## config.mk

```make
export PLATFORM = sky130hd
export DESIGN_NAME = output_drain_controller
export DESIGN_NICKNAME = d
export VERILOG_FILES = /design/src/rtl/outmem_pkg.sv /design/src/rtl/out_skid_fifo.sv /design/src/rtl/output_drain_controller.sv
export SDC_FILE = /design/constraint.sdc
export NUM_CORES = 1
export LEC_CHECK = 0
export ABC_AREA = 1
export ABC_CLOCK_PERIOD_IN_PS = 3450
export CORE_ASPECT_RATIO = 1.75
export CORE_MARGIN = 2
export CORE_UTILIZATION = 35
export DETAILED_ROUTE_END_ITERATION = 8
export GPL_TIMING_DRIVEN = 1
export HOLD_SLACK_MARGIN = 0.15
export MAX_ROUTING_LAYER = met4
export PLACE_DENSITY = 0.64
export SETUP_SLACK_MARGIN = 0.3
export SLEW_MARGIN = 5
export SYNTH_ARGS = -nofsm -noshare
export SYNTH_HDL_FRONTEND = slang
export SYNTH_SLANG_ARGS = --single-unit
export TNS_END_PERCENT = 50
```

## constraint.sdc

```tcl
create_clock -name clk -period 3.45 [get_ports clk]
set_input_delay 0.8625 -clock clk [delete_from_list [all_inputs] [get_ports clk]]
set_output_delay 0.8625 -clock clk [all_outputs]
set_load 0.02 [all_outputs]
```

## src/rtl/outmem_pkg.sv

```systemverilog
// Shared state encoding and output-buffer sizing for output_drain_controller.
package outmem_pkg;

  typedef enum logic {
    FILL  = 1'b0,
    DRAIN = 1'b1
  } state_e;

  localparam int BUF_DEPTH = 2;
  localparam int BUF_CNT_W = $clog2(BUF_DEPTH + 1);
  localparam int BUF_IDX_W = (BUF_DEPTH > 1) ? $clog2(BUF_DEPTH) : 1;

  function automatic logic [BUF_IDX_W-1:0] next_idx(input logic [BUF_IDX_W-1:0] idx);
    return (idx == BUF_IDX_W'(BUF_DEPTH - 1)) ? '0 : idx + BUF_IDX_W'(1);
  endfunction

endpackage

```

## src/rtl/out_skid_fifo.sv

```systemverilog
// Small register FIFO holding read data on its way to the consumer.
// Same-cycle push and pop leave the occupancy unchanged.
module out_skid_fifo
  import outmem_pkg::*;
#(
  parameter int DATA_SIZE = 32
) (
  input  logic                 clk,
  input  logic                 srst,
  input  logic                 push,
  input  logic [DATA_SIZE-1:0] push_data,
  input  logic                 pop,
  output logic                 out_valid,
  output logic [DATA_SIZE-1:0] out_data,
  output logic [BUF_CNT_W-1:0] count
);

  logic [DATA_SIZE-1:0] entry_q [BUF_DEPTH];
  logic [DATA_SIZE-1:0] entry_d [BUF_DEPTH];
  logic [BUF_IDX_W-1:0] wr_idx_q, wr_idx_d;
  logic [BUF_IDX_W-1:0] rd_idx_q, rd_idx_d;
  logic [BUF_CNT_W-1:0] count_q, count_d;
  logic                 push_ok;
  logic                 pop_ok;

  always_comb begin
    pop_ok   = pop && (count_q != '0);
    // A full buffer can still accept a word when the head leaves this cycle.
    push_ok  = push && ((count_q != BUF_CNT_W'(BUF_DEPTH)) || pop_ok);
    wr_idx_d = push_ok ? next_idx(wr_idx_q) : wr_idx_q;
    rd_idx_d = pop_ok ? next_idx(rd_idx_q) : rd_idx_q;
    count_d  = count_q;
    if (push_ok && !pop_ok) begin
      count_d = count_q + BUF_CNT_W'(1);
    end else if (pop_ok && !push_ok) begin
      count_d = count_q - BUF_CNT_W'(1);
    end
    for (int i = 0; i < BUF_DEPTH; i++) begin
      entry_d[i] = entry_q[i];
      if (push_ok && (wr_idx_q == BUF_IDX_W'(i))) begin
        entry_d[i] = push_data;
      end
    end
  end

  always_ff @(posedge clk) begin
    entry_q <= entry_d;
  end

  always_ff @(posedge clk) begin
    if (srst) begin
      wr_idx_q <= '0;
      rd_idx_q <= '0;
      count_q  <= '0;
    end else begin
      wr_idx_q <= wr_idx_d;
      rd_idx_q <= rd_idx_d;
      count_q  <= count_d;
    end
  end

  assign out_valid = (count_q != '0);
  assign out_data  = entry_q[rd_idx_q];
  assign count     = count_q;

endmodule

```

## src/rtl/output_drain_controller.sv

```systemverilog
// Fills a frame buffer from a producer, then drains it to a consumer through a 2-entry buffer.
// Optional: define OUTMEM_OVERFLOW_FLAG_EN to add a sticky overflow output.
module output_drain_controller
  import outmem_pkg::*;
#(
  parameter int ADD_SIZE    = 11,
  parameter int DATA_SIZE   = 32,
  parameter int FRAME_WORDS = 1024
) (
  input  logic                 clk,
  input  logic                 rst,
  input  logic                 in_valid,
  output logic                 in_ready,
  input  logic [DATA_SIZE-1:0] dataIn,
  output logic                 mem_write_en,
  output logic [ADD_SIZE-1:0]  mem_write_address,
  output logic [DATA_SIZE-1:0] mem_write_data,
  output logic                 mem_read_en,
  output logic [ADD_SIZE-1:0]  mem_read_address,
  input  logic [DATA_SIZE-1:0] mem_read_data,
  output logic                 out_valid,
  input  logic                 out_ready,
  output logic [DATA_SIZE-1:0] dataOut,
  output logic                 frame_done
`ifdef OUTMEM_OVERFLOW_FLAG_EN
  ,
  output logic                 overflow
`endif
);

  localparam logic [ADD_SIZE:0] LAST_ADDR = (ADD_SIZE + 1)'(FRAME_WORDS - 1);
  localparam logic [ADD_SIZE:0] FRAME_END = (ADD_SIZE + 1)'(FRAME_WORDS);

  state_e              state_q, state_d;
  logic [ADD_SIZE:0]   wr_ptr_q, wr_ptr_d;
  logic [ADD_SIZE:0]   rd_ptr_q, rd_ptr_d;
  logic                rd_inflight_q, rd_inflight_d;
  logic                frame_done_q, frame_done_d;

  logic                wr_fire;
  logic                rd_fire;
  logic                read_budget_ok;
  logic                last_pop;
  logic                buf_valid;
  logic                buf_pop;
  logic [DATA_SIZE-1:0] buf_data;
  logic [BUF_CNT_W-1:0] buf_count;

  out_skid_fifo #(
    .DATA_SIZE (DATA_SIZE)
  ) u_out_skid_fifo (
    .clk       (clk),
    .srst      (rst),
    .push      (rd_inflight_q),
    .push_data (mem_read_data),
    .pop       (buf_pop),
    .out_valid (buf_valid),
    .out_data  (buf_data),
    .count     (buf_count)
  );

  always_comb begin
    in_ready  = (state_q == FILL) && !rst;
    wr_fire   = in_valid && in_ready;
    out_valid = buf_valid && !rst;
    buf_pop   = out_valid && out_ready;

    // Count the slot freed by a same-cycle pop so a steady drain sustains one word per cycle.
    read_budget_ok = (int'(buf_count) + int'(rd_inflight_q) - int'(buf_pop)) < BUF_DEPTH;
    rd_fire = (state_q == DRAIN) && !rst && (rd_ptr_q < FRAME_END) && read_budget_ok;

    // The final word is leaving when every read is issued, none is pending and one word remains.
    last_pop = buf_pop && (state_q == DRAIN) && (rd_ptr_q == FRAME_END)
               && !rd_inflight_q && (buf_count == BUF_CNT_W'(1));

    state_d       = state_q;
    wr_ptr_d      = wr_ptr_q;
    rd_ptr_d      = rd_ptr_q;
    rd_inflight_d = rd_fire;
    frame_done_d  = last_pop;

    if (wr_fire) begin
      if (wr_ptr_q == LAST_ADDR) begin
        wr_ptr_d = '0;
        state_d  = DRAIN;
      end else begin
        wr_ptr_d = wr_ptr_q + (ADD_SIZE + 1)'(1);
      end
    end

    if (rd_fire) begin
      rd_ptr_d = rd_ptr_q + (ADD_SIZE + 1)'(1);
    end

    if (last_pop) begin
      rd_ptr_d = '0;
      state_d  = FILL;
    end
  end

  always_ff @(posedge clk) begin
    if (rst) begin
      state_q       <= FILL;
      wr_ptr_q      <= '0;
      rd_ptr_q      <= '0;
      rd_inflight_q <= 1'b0;
      frame_done_q  <= 1'b0;
    end else begin
      state_q       <= state_d;
      wr_ptr_q      <= wr_ptr_d;
      rd_ptr_q      <= rd_ptr_d;
      rd_inflight_q <= rd_inflight_d;
      frame_done_q  <= frame_done_d;
    end
  end

  assign mem_write_en      = wr_fire;
  assign mem_write_address = wr_fire ? wr_ptr_q[ADD_SIZE-1:0] : '0;
  assign mem_write_data    = wr_fire ? dataIn : '0;
  assign mem_read_en       = rd_fire;
  assign mem_read_address  = rd_fire ? rd_ptr_q[ADD_SIZE-1:0] : '0;
  assign dataOut           = out_valid ? buf_data : '0;
  assign frame_done        = frame_done_q && !rst;

`ifdef OUTMEM_OVERFLOW_FLAG_EN
  logic overflow_q, overflow_d;

  always_comb begin
    overflow_d = overflow_q || (in_valid && (state_q == DRAIN));
  end

  always_ff @(posedge clk) begin
    if (rst) begin
      overflow_q <= 1'b0;
    end else begin
      overflow_q <= overflow_d;
    end
  end

  assign overflow = overflow_q;
`endif

endmodule

```

Word level (Yosys, flattened, before mapping). Index checks and enable logic that the tools add are counted.

$add $sub $neg: 8. $mul: 0. Div/mod/pow operators: 0. Magnitude comparators: 3. Equality and inequality tests: 4. Shift-type cells: 0. Muxes and demuxes: 12. Bitwise operators: 3. Reductions and logical operators: 27.

Operators with widths (count): $mux 32 (5); $add 12x1->12 const B (2); $mux 11 (2); $logic_and 1x1->1 (18); $eq 12x10->1 const B (1); $eq 12x11->1 const B (1); $lt 12x11->1 const B (1); $mux 12 (1); $logic_not 1->1 (4); $lt 4x3->1 const B (1); $mux 2 (2); $reduce_bool 2->1 (2); $sub 3x1->4 (1); $add 2x1->3 (1); $add 1x1->1 const B (2); $add 2x1->2 const B (1); $eq 2x1->1 const B (1); $ge 2x2->1 const B (1); $mux 1 (2); $ne 2x2->1 const B (1); $not 1->1 (2); $not 1->2 (1); $reduce_and 2->1 (1); $reduce_or 2->1 (1); 2 further kinds (2).

Register bits: 95. Bits in latches: 0. Memory bits (writable): 0. Memory bits (read-only): 0. Bits of input ports: 68. Output and inout bits: 91. Logic and storage cells: 67. Memories kept: 0.

Logic depth before layout (Yosys ltp). Gate-level depths: netlist (run 1).

Depth in word-level cells: 10. Depth in mapped cells: 16. Gate-level depth less buffers: 16.

By module. A second synthesis (run 1) with hierarchy kept.

Cells, all modules: 618. Area, all modules: 4992.3 um2.

Modules (own cells, without submodules): out_skid_fifo (instances 1, cells an instance 202, area an instance 2611.3 um2, seq. area each 2001.9 um2); output_drain_controller (instances 1, cells an instance 416, area an instance 2381.0 um2, seq. area each 540.5 um2).

Worst setup path after synthesis (run 1). Ideal clock, no wire load.

Path type: input-to-output. Start point: in rst. End point: out mem_read_address[1]. Data arrival time: 2.789 ns. Required time: 2.588 ns. Setup slack: -0.201 ns. Stages: 12. Path buffers: 1. Cell sequence: nor2_4 -> nand2_2 -> nor2_1 -> o21ai_0 -> fa_1 -> nand2_1 -> nand2_1 -> inv_1 -> nor2_4 -> nand2_4 -> buf_4 -> nor2_1.

Longest elaborated chain between the ends: 7. Elaborated cells between the ends (all ways): 9. Those cells by class: 1 x add/sub; 1 x order compare; 1 x mux; 6 x reduce/logical.

Ends and longest elaborated chain: start: declaration (RTL line output_drain_controller.sv:11) `input logic rst,`; $logic_not 1->1 (*) (RTL line output_drain_controller.sv:65, output_drain_controller.sv:70); $logic_and 1x1->1 (RTL line output_drain_controller.sv:65) `out_valid = buf_valid && !rst;`; $logic_and 1x1->1 (RTL line output_drain_controller.sv:66) `buf_pop = out_valid && out_ready;`; $sub 3x1->4 (RTL line output_drain_controller.sv:69) `read_budget_ok = (int'(buf_count) + int'(rd_inflight_q) - int'(buf_pop)) < BUF_DEPTH;`; $lt 4x3->1 (RTL line output_drain_controller.sv:69); $logic_and 1x1->1 (*) (RTL line output_drain_controller.sv:70) `rd_fire = (state_q == DRAIN) && !rst && (rd_ptr_q < FRAME_END) && read_budget_ok;`; $mux 11 (*) (RTL line output_drain_controller.sv:121) `assign mem_read_address = rd_fire ? rd_ptr_q[ADD_SIZE-1:0] : '0;`; end: declaration (RTL line output_drain_controller.sv:19) `output logic [ADD_SIZE-1:0] mem_read_address,`.

Mark *: on every way between the ends. The rest lies on a longest branch, timed or not.

Worst setup path in the final report (run 1).
Start point: in rst. End point: out mem_read_address[8].

Same word-level chain as after synthesis.

==> results of run 1 <==
routing by layer:
metal	routed length, um	global-route usage (%)
met1	4628	17.86
met3	410	2.679
met2	6576	32.76
met4	265	7.546
met5	0	-
final cells by class:
type                    instances  area [um2]  share of cell area [%]
inverters                      75       282.8                   4.031
clock buffers                  10       229.0                   3.264
flip-flops and latches         95        2544                   36.26
repair buffers                195        1907                   27.18
multi-input cells             332        1757                   25.04
clock inverters                 5       82.58                   1.177
well taps                     171       214.0                   3.050
power by group through the flow:
stage / Clock [mW] / Sequential [mW] / Combinational [mW]
floorplan: 0 / 1.24 / 0.0604
global placement: 0 / 1.24 / 0.183
finish: 1.03 / 1.22 / 0.175
CTS: 1.05 / 1.21 / 0.175
detailed placement: 0 / 1.24 / 0.185
global route: 1.10 / 1.21 / 0.189
synthesized netlist by cell type (all sizes together):
cell type,number
nand3,27
conb,1
buf,11
xor2,7
clkinv,2
fa,1
nand4,7
nand3b,1
nor3,5
nand2,64
nor2,150
xnor2,1
clkbuf,9
a21oi,18
edfxtp,64
dfxtp,31
o21ai,41
inv,73
ha,8
registers in the layout, indices dropped and copies added, names as in the netlist:
signal / count
u_out_skid_fifo.entry_q: 64
rd_ptr_q: 12
wr_ptr_q: 12
u_out_skid_fifo.count: 2
frame_done_q: 1
rd_inflight_q: 1
state_q: 1
u_out_skid_fifo.rd_idx_q: 1
u_out_skid_fifo.wr_idx_q: 1
repair_timing:
| action | 4_1_cts | 5_1_grt |
|---|---|---|
| cloned | 1 | 0 |
| hold buffers | 0 | 0 |
| gates resized for setup | 128 | 29 |
| pin swaps | 12 | 11 |
| setup buffers | 7 | 3 |
| endpoints found under the setup margin | 90 | 34 |
metrics by stage:
stage / utilization, % / instance area [um2] / total power, mW
final: 54.81 / 7015 / 2.417
after detailed placement: 51.06 / 6535 / 1.425
after global placement: 51.06 / 6535 / 1.423
after global routing: 54.81 / 7015 / 2.502
after floorplan: - / 4647 / 1.301
after CTS: 53.90 / 6899 / 2.442
cell families (layout without fill, tap and decap cells):
kind of cell,after synthesis,count (layout),share of synthesized area [%]
XOR/XNOR,8,8,1.542
adder cells (fa/ha/maj),9,9,2.643
buffers and inverters,95,285,8.755
other,1,1,0.08252
AO/OA/AOI/OAI,59,59,6.498
AND/OR/NAND/NOR,254,255,24.53
flip-flops,95,95,55.95
worst max-delay path, stage by stage:
cell,delay [ns]
buf_8,0.08
nor2_4,0.03
nand2_4,0.07
nor2_4,0.04
buf_6,0.10
buf_6,0.11
fa_1,0.53
nand2_1,0.06
nand2_1,0.07
inv_2,0.04
nor2_4,0.17
buf_6,0.15
nand2_8,0.08
nor2_4,0.13
buf_6,0.12
worst max-delay path by stage:
stage	start	end	slack (ns)	cells past startpoint
global route	rst	mem_read_address[8]	-0.14	14
floorplan	rst	mem_read_address[1]	0.05	12
CTS	rst	mem_read_address[9]	-0.12	14
detailed placement	rst	mem_read_address[2]	-0.92	14
finish	rst	mem_read_address[8]	-0.06	15
global placement	rst	mem_read_address[2]	-0.86	14
==> impl_metrics.env, run 1 <==
export IMPL_postSynthCellCount=521
export IMPL_cts_sinks=95
export IMPL_synth_area_top_cells="edfxtp_1 (42%), dfxtp_1 (14%), nor2_1 (12%)"
export IMPL_drt_total_wl_um=11880
export IMPL_p_int_mw=1.946
export IMPL_antenna_found_initial=0
export IMPL_fp_coreArea_mm2=0.01280
export IMPL_final_common_cell="nor2_1"
export IMPL_instances_no_fill=883
export IMPL_required_ns=2.59
export IMPL_syn_area_mm2=0.004544
export IMPL_worstHoldStart="rd_ptr_q[11]"
export IMPL_synth_top_area_share_pct=42.29
export IMPL_yosysTopAreaCell="edfxtp_1"
export IMPL_rsz0062_at_grt="yes"
export IMPL_ios=159
export IMPL_switchingPower_uw=471.4
export IMPL_clock_skew_final_ns=0.007062
export IMPL_reg2reg_depth=17
export IMPL_clkTransAtPathRegs_ns=0.06
export IMPL_htreeDepth=3
export IMPL_violations="negative setup slack"
export IMPL_port_buffer_count=157
export IMPL_cts_tree="built"
export IMPL_vias_per_cell=4.553
export IMPL_seqPwrFrac_pct=50.3
export IMPL_grt_pass1_wl_um=19230
export IMPL_fmax_mhz=284.7
export IMPL_antenna_cells=0
export IMPL_areaGrowthSynthToFinish_pct=54.38
export IMPL_die_area_mm2=0.01395
export IMPL_r2r_slack_ns=0.96
export IMPL_rows=55
export IMPL_gp_congestion=0.8281
export IMPL_hp_class="flip-flop to flip-flop"
export IMPL_fill_cells=1229
export IMPL_grt_usage_pct=17.47
export IMPL_peakVddDrop_mv=0.2120
export IMPL_dp_cells=857
export IMPL_synth_distinct_cells=32
export IMPL_drt_iter0_drc=114
export IMPL_wire_per_inst_um=13.45
export IMPL_ys_seq_elements=95
export IMPL_vias=4020
export IMPL_r2r_end="rd_ptr_q[8]"
export IMPL_crit_type="primary input to output port"
export IMPL_final_period_utilization_pct=101.8
export IMPL_finalMaxSlewViolations=0
export IMPL_hold_ws_ns=0.4622
export IMPL_p_leak_nw=3.278
export IMPL_dpl_hpwl_um=8765
export IMPL_startpoint_type="primary input"
export IMPL_hold_depth=2
export IMPL_syn_nets=598
export IMPL_ys_seq_area_share_pct=55.95
export IMPL_syn_area_per_cell_um2=8.722
export IMPL_die_w_um=90.14
export IMPL_initial_core_util_pct=35.50
export IMPL_drc=0
export IMPL_cp_arrival_ns=2.65
export IMPL_crit_fanout=6
export IMPL_setup_slack_ns=-0.06217
export IMPL_clockBufferDepth=2
export IMPL_grt_overflow_total=0
export IMPL_grt_max_degree=47
export IMPL_firstDrtPassIters=4
export IMPL_ant_nets=0
export IMPL_setup_viol_count_final=10
export IMPL_pre_cts_slack_ns=-0.9190
export IMPL_fp_dieH_um=154.7
export IMPL_clkLatencyLatePin_ns=0.33
export IMPL_finalHoldViolCount=0
export IMPL_worstHoldEndpoint="rd_ptr_q[11]"
export IMPL_yosysWarnings=0
export IMPL_final_layout_size_suffix_gt1_share_pct=14.33
export IMPL_setup_tns_final_ns=-0.2864
export IMPL_comb_power_share_pct=7.2
export IMPL_maxCapViolations=0
export IMPL_crit_path_end_kind="output port"
export IMPL_finish_net_count=785
export IMPL_timing_rr_start="u_out_skid_fifo.count[0]"
export IMPL_grt_pass1_vias=4038
export IMPL_clkPwrFrac_pct=42.5
export IMPL_switching_share_pct=19.50
export IMPL_numCtsBuffers=9
export IMPL_fin_crit_ns=3.512
export IMPL_final_cell_mix="nor2_1 (128), clkdlybuf4s50_1 (77), inv_1 (69)"
export IMPL_status="complete, but fails checks"
export IMPL_p_per_area_mw_per_mm2=344.5
export IMPL_root_buffer="clkbuf_16"
(Power assumes the default switching activity.)
==> inputs of run 2 (changes only) <==
ABC_AREA = 0   (was 1)
PLACE_DENSITY = 0.65   (was 0.64)
==> impl_metrics.env, run 2 <==
export IMPL_status="complete, but fails checks"
export IMPL_violations="negative setup slack"
export IMPL_crit_type="primary input to output port"
export IMPL_final_period_utilization_pct=100.9
export IMPL_async_reset_ff_share_pct=0
export IMPL_grt_usage_pct=16.83
export IMPL_postSynthCellCount=388
export IMPL_startpoint_type="primary input"
export IMPL_htreeDepth=3
export IMPL_setup_tns_final_ns=-0.1361
export IMPL_regMostFlops="u_out_skid_fifo.entry_q"
export IMPL_clockBufferDepth=2
export IMPL_slew_headroom_pct=63.35
export IMPL_hp_class="flip-flop to flip-flop"
export IMPL_synth_top_area_share_pct=43.75
export IMPL_synth_area_top_cells="edfxtp_1 (44%), dfxtp_1 (14%), mux2i_1 (7.5%)"
export IMPL_finalMaxSlewViolations=0
export IMPL_yosysTopAreaCell="edfxtp_1"
export IMPL_vias=3589
export IMPL_clkTransAtPathRegs_ns=0.07
export IMPL_clock_skew_final_ns=0.008930
export IMPL_hold_depth=2
export IMPL_worstPathCellList="buf_8 > buf_6 > nor4b_4 > o21ai_2 > fa_2 > xnor2_4 > a22oi_2 > buf_6 > nor3_4 > buf_6"
export IMPL_areaGrowthSynthToFinish_pct=56.68
export IMPL_setup_slack_ns=-0.02976
export IMPL_numCtsBuffers=9
export IMPL_grt_pass1_vias=3752
export IMPL_ys_seq_elements=95
export IMPL_postCtsHoldBufs=0
export IMPL_final_cell_mix="clkdlybuf4s50_1 (69), edfxtp_1 (64), nor2_1 (59)"
export IMPL_peakVddDrop_mv=0.2160
export IMPL_instances_no_fill=742
export IMPL_ant_nets=0
export IMPL_grt_pass1_wl_um=17310
export IMPL_syn_area_mm2=0.004393
export IMPL_fp_dieH_um=152.2
export IMPL_antenna_found_initial=0
export IMPL_cp_arrival_ns=2.62
export IMPL_yosysWarnings=0
export IMPL_crit_slowest_cell="fa_2"
export IMPL_crit_fanout=4
export IMPL_syn_nets=465
export IMPL_dp_cells=719
export IMPL_gp_congestion=0.7713
export IMPL_rows=54
export IMPL_reg2reg_depth=12
export IMPL_reg_largest_list="u_out_skid_fifo.entry_q: 64 flops, rd_ptr_q: 12 flops, wr_ptr_q: 12 flops"
export IMPL_ys_seq_area_share_pct=57.88
export IMPL_cts_sinks=95
export IMPL_final_common_cell="clkdlybuf4s50_1"
export IMPL_synth_distinct_cells=46
export IMPL_drt_iter0_drc=103
export IMPL_p_leak_nw=3.017
export IMPL_port_buffer_count=157
export IMPL_syn_area_per_cell_um2=11.32
export IMPL_drt_total_wl_um=11190
export IMPL_cpLargestDelayFamily="buffers and inverters"
export IMPL_setup_viol_count_final=9
export IMPL_grt_max_degree=33
export IMPL_largest_reg_flops=64
export IMPL_fmax_mhz=287.4
export IMPL_dpl_hpwl_um=8034
export IMPL_fp_coreArea_mm2=0.01236
export IMPL_finalHoldViolCount=0
export IMPL_maxCapViolations=0
export IMPL_die_area_mm2=0.01350
export IMPL_crit_top_cell="buf_6"
export IMPL_worstMarginPinSlew_ns=0.5497
export IMPL_firstDrtPassIters=5
export IMPL_initial_core_util_pct=35.53
export IMPL_slowest_delay_ns=0.41
export IMPL_fin_crit_ns=3.480
export IMPL_final_layout_size_suffix_gt1_share_pct=24.74
export IMPL_synth_edf_count=64
export IMPL_die_w_um=88.69
export IMPL_grt_overflow_total=0
export IMPL_post_synth_top_count_cell="edfxtp_1"
export IMPL_ios=159
export IMPL_required_ns=2.59
export IMPL_antenna_cells=0
export IMPL_cts_tree="built"
export IMPL_path_buf_inv=4
export IMPL_p_per_area_mw_per_mm2=341.7
export IMPL_clkLatencyLatePin_ns=0.34
export IMPL_vias_per_cell=4.837
export IMPL_crit_path_end_kind="output port"
export IMPL_ys_top_cells_by_count="edfxtp_1 (64), nor2_1 (60), and2_1 (43)"
export IMPL_finish_net_count=646
export IMPL_root_buffer="clkbuf_16"
export IMPL_cp_depth=10
export IMPL_rsz0062_at_grt="yes"
export IMPL_wire_per_inst_um=15.08
export IMPL_synth_flop_cell="edfxtp_1"
export IMPL_drc=0
[run 2: changes by cell type after synthesis, sizes merged, moves of 5 or more]
cell / previous run / this run
and2: 0 / 43
and3: 0 / 10
buf: 11 / 6
clkbuf: 9 / 17
inv: 73 / 9
mux2i: 0 / 33
nand2: 64 / 10
nand3: 27 / 8
nor2: 150 / 60
nor4: 0 / 6
o21ai: 41 / 4
o31ai: 0 / 8
or4: 0 / 7
xnor2: 1 / 8
[run 2: area by class of cell]
type,count,area [um2]
clock buffers,9,225.2
clock inverters,7,61.31
fillers,1096,5482
inverters,9,46.29
multi-input cells,262,1882
flip-flops and latches,95,2544
well taps,168,210.2
repair buffers,192,1914
[run 2: worst register-to-register path, delay by kind of cell (launching register included)]
kind / cells / cell delay (ns)
AO/OA/AOI/OAI: 3 / 0.29
XOR/XNOR: 1 / 0.22
adder cells (fa/ha/maj): 2 / 0.63
buffers and inverters: 4 / 0.58
flip-flops: 1 / 0.34
AND/OR/NAND/NOR: 2 / 0.76
[run 2: what timing repair did]
action	in CTS	in global routing
cloned	2	1
buffers inserted	4	0
pin swaps	10	1
setup endpoints to repair	97	70
gates resized for setup	270	88
[run 2: cell families after synthesis]
logic type	after synthesis	share of synthesized area (%)
AOI/OAI and AO/OA	34	4.956
adders and majority gates	9	2.734
other	1	0.08536
xor gates and xnor gates	13	2.592
muxes	33	7.519
buffers and inverters	32	3.019
and+or+nand+nor	171	21.22
DFF	95	57.88
[run 2: path summary, 6_finish.rpt]
check                           start                        to  slack [ns]
max                               rst       mem_read_address[1]       -0.03
min          u_out_skid_fifo.rd_idx_q  u_out_skid_fifo.rd_idx_q        0.50
max reg2reg  u_out_skid_fifo.count[0]              rd_ptr_q[10]        0.58
min reg2reg  u_out_skid_fifo.rd_idx_q  u_out_skid_fifo.rd_idx_q        0.50
[run 2: report_power, final]
| group | internal (mW) | leakage [nW] | total [mW] | switching (mW) |
|---|---|---|---|---|
| Clock | 0.505 | 0.142 | 0.949 | 0.444 |
| Combinational | 0.117 | 2.05 | 0.188 | 0.0706 |
| Sequential | 1.21 | 0.825 | 1.21 | 0.00168 |
| Total | 1.84 | 3.02 | 2.35 | 0.516 |
[run 2: routing by layer]
metal  wire, um  global-route usage [%]  up-vias  share of wire, %
met5          0                       -        -                 0
met4        203                   7.215        0               1.8
met3        634                   2.763       15               5.7
met2       6260                   30.38      145                56
met1       4091                   17.25     1690                37
li1           -                       -     1739                 -
[run 2: metrics by stage]
| stage | setup WS, ns | area, um2 | hold slack, ns | util, % | power [mW] |
|---|---|---|---|---|---|
| finish | -0.02976 | 6883 | 0.4971 | 55.67 | 2.352 |
| global route | -0.1294 | 6883 | 0.5321 | 55.67 | 2.435 |
| CTS | -0.03894 | 6623 | 0.5022 | 53.56 | 2.371 |
| detailed placement | -0.9892 | 6390 | 0.4860 | 51.68 | 1.419 |
| global placement | -0.9384 | 6390 | 0.4750 | 51.68 | 1.416 |
| floorplan | -0.1501 | 4498 | 0.4615 | - | 1.293 |
==> inputs of run 3 (changes only) <==
ABC_CLOCK_PERIOD_IN_PS = 4180   (was 3450)
PLACE_DENSITY = 0.62   (was 0.65)
clock period = 4.18 ns   (was 3.45 ns; I/O delays follow)
==> impl_metrics.env, run 3 (synthesis results as in run 2) <==
export IMPL_firstDrtPassIters=4
export IMPL_htreeDepth=3
export IMPL_vias_per_cell=4.778
export IMPL_clkTransAtPathRegs_ns=0.07
export IMPL_cp_arrival_ns=2.89
export IMPL_die_w_um=88.69
export IMPL_initial_core_util_pct=35.53
export IMPL_multiInputGateArea_mm2=0.001810
export IMPL_r2r_slack_ns=1.25
export IMPL_worstHoldEndpoint="wr_ptr_q[1]"
export IMPL_clock_skew_final_ns=0.006448
export IMPL_finalMaxSlewViolations=0
export IMPL_antenna_cells=0
export IMPL_p_int_mw=1.508
export IMPL_largest_reg_flops=64
export IMPL_maxCapViolations=0
export IMPL_vias=3502
export IMPL_fin_crit_ns=3.939
export IMPL_crit_fanout=32
export IMPL_numCtsBuffers=9
export IMPL_antenna_found_initial=0
export IMPL_seqPwrFrac_pct=52.0
export IMPL_p_per_area_mw_per_mm2=286.7
export IMPL_clockBufferDepth=2
export IMPL_grt_pass1_vias=3577
export IMPL_dpl_hpwl_um=8067
export IMPL_clkPwrFrac_pct=40.5
export IMPL_worstMarginPinSlew_ns=0.7093
export IMPL_wire_per_inst_um=14.65
export IMPL_switching_share_pct=21.74
export IMPL_ant_nets=0
export IMPL_required_ns=3.13
export IMPL_final_period_utilization_pct=94.24
export IMPL_rows=54
export IMPL_hold_depth=2
export IMPL_final_common_cell="clkdlybuf4s50_1"
export IMPL_regMostFlops="u_out_skid_fifo.entry_q"
export IMPL_rsz0062_at_grt="yes"
export IMPL_comb_power_share_pct=7.5
export IMPL_r2r_end="rd_ptr_q[10]"
export IMPL_fill_cells=1076
export IMPL_final_cell_mix="clkdlybuf4s50_1 (118), edfxtp_1 (64), nor2_1 (59)"
export IMPL_fp_dieH_um=152.2
export IMPL_clkLatencyLatePin_ns=0.34
export IMPL_startpoint_type="primary input"
export IMPL_instances_no_fill=733
export IMPL_slew_headroom_pct=52.71
export IMPL_dp_cells=716
export IMPL_grt_pass1_wl_um=16820
export IMPL_finalHoldViolCount=0
export IMPL_fmax_mhz=253.9
export IMPL_crit_type="primary input to output port"
export IMPL_reg2reg_depth=13
export IMPL_areaGrowthSynthToFinish_pct=52.95
export IMPL_regArea_mm2=0.002547
export IMPL_crit_path_end_kind="output port"
export IMPL_worstHoldStart="wr_ptr_q[1]"
export IMPL_peakVddDrop_mv=0.1820
export IMPL_hp_class="flip-flop to flip-flop"
export IMPL_status="completed"
export IMPL_place_area_mm2=0.006367
export IMPL_grt_overflow_total=0
export IMPL_drt_total_wl_um=10740
export IMPL_finish_net_count=637
export IMPL_cts_sinks=95
export IMPL_port_buffer_count=157
export IMPL_postCtsHoldBufs=0
export IMPL_fp_coreArea_mm2=0.01236
export IMPL_switchingPower_uw=418.8
export IMPL_gp_congestion=0.8450
export IMPL_drt_iter0_drc=101
export IMPL_grt_usage_pct=16.50
export IMPL_root_buffer="clkbuf_16"
export IMPL_reg_largest_list="u_out_skid_fifo.entry_q: 64 flops, rd_ptr_q: 12 flops, wr_ptr_q: 12 flops"
export IMPL_setup_viol_count_final=0
export IMPL_design_area_mm2=0.006719
export IMPL_die_area_mm2=0.01350
export IMPL_cts_tree="built"
export IMPL_p_leak_nw=2.515
export IMPL_ios=159
export IMPL_drc=0
export IMPL_grt_max_degree=33
export IMPL_final_layout_size_suffix_gt1_share_pct=13.98
export IMPL_timing_rr_start="u_out_skid_fifo.count[1]"
==> run 3: cell count changes in the layout (fill, tap and decap cells not counted), moves of 4 or more <==
cell / previous run / this run
and2_4: 8 / 0
dlymetal6s2s_1: 30 / 10
buf_4: 51 / 21
dlygate4sd2_1: 3 / 16
and2_1: 35 / 43
buf_2: 7 / 3
buf_6: 27 / 11
clkdlybuf4s50_1: 69 / 118
==> run 3: power by group through the flow <==
stage                     sequential [mW]  clock (mW)  combinational (mW)
after floorplan                      1.02           0              0.0433
after detailed placement             1.02           0               0.148
after global placement               1.02           0               0.146
after CTS                            1.00       0.808               0.147
final                                1.00       0.780               0.144
after global routing                 1.00       0.846               0.154
==> run 3: cell type report <==
class | instances | share of cell area [%]
clock buffers | 10 | 3.408
clock inverters | 6 | 0.8194
inverters | 9 | 0.5773
multi-input cells | 261 | 26.95
flip-flops and latches | 95 | 37.91
well taps | 168 | 3.128
repair buffers | 184 | 27.21
==> run 3: routing by layer <==
metal / wire (um) / vias to the layer above / global-route usage, %
met2: 5847 / 146 / 29.64
li1: - / 1716 / -
met1: 4035 / 1626 / 17.08
met5: 0 / - / -
met3: 664 / 14 / 3.738
met4: 188 / 0 / 5.628
==> run 3: timing repair <==
action | in CTS | in global routing
setup endpoints to repair | 55 | 37
resized for setup | 94 | 13
endpoints found under the hold margin | 0 | 0
pin swaps | 5 | 2
buffers inserted | 1 | 0
==> run 3: how the worst max path moves through the flow <==
stage / endpoint / start / slack, ns
2_1_floorplan: mem_read_address[0] / rst / 0.21
3_3_place_gp: mem_read_address[2] / rst / -0.57
3_5_place_dp: mem_read_address[8] / rst / -0.58
4_1_cts: mem_write_data[25] / in_valid / 0.22
5_1_grt: mem_write_data[12] / in_valid / 0.16
6_report: mem_write_data[23] / in_valid / 0.24
==> run 3: stage by stage <==
step | hold WS, ns | setup slack [ns] | power, mW | setup TNS, ns | utilization, %
detailed placement | 0.4851 | -0.5798 | 1.171 | -6.074 | 51.50
floorplan | 0.4615 | 0.2149 | 1.067 | 0 | -
global placement | 0.4772 | -0.5651 | 1.169 | -5.884 | 51.50
finish | 0.4895 | 0.2409 | 1.926 | 0 | 54.34
global route | 0.5247 | 0.1627 | 2.001 | 0 | 54.34
CTS | 0.4950 | 0.2199 | 1.957 | 0 | 54.08
==> run 3: critical path, stage by stage <==
cell	delay (ns)
clkdlybuf4s50_1	0.47
or3b_1	0.38
inv_2	0.11
buf_12	0.16
and2_1	0.14
clkdlybuf4s50_1	0.60
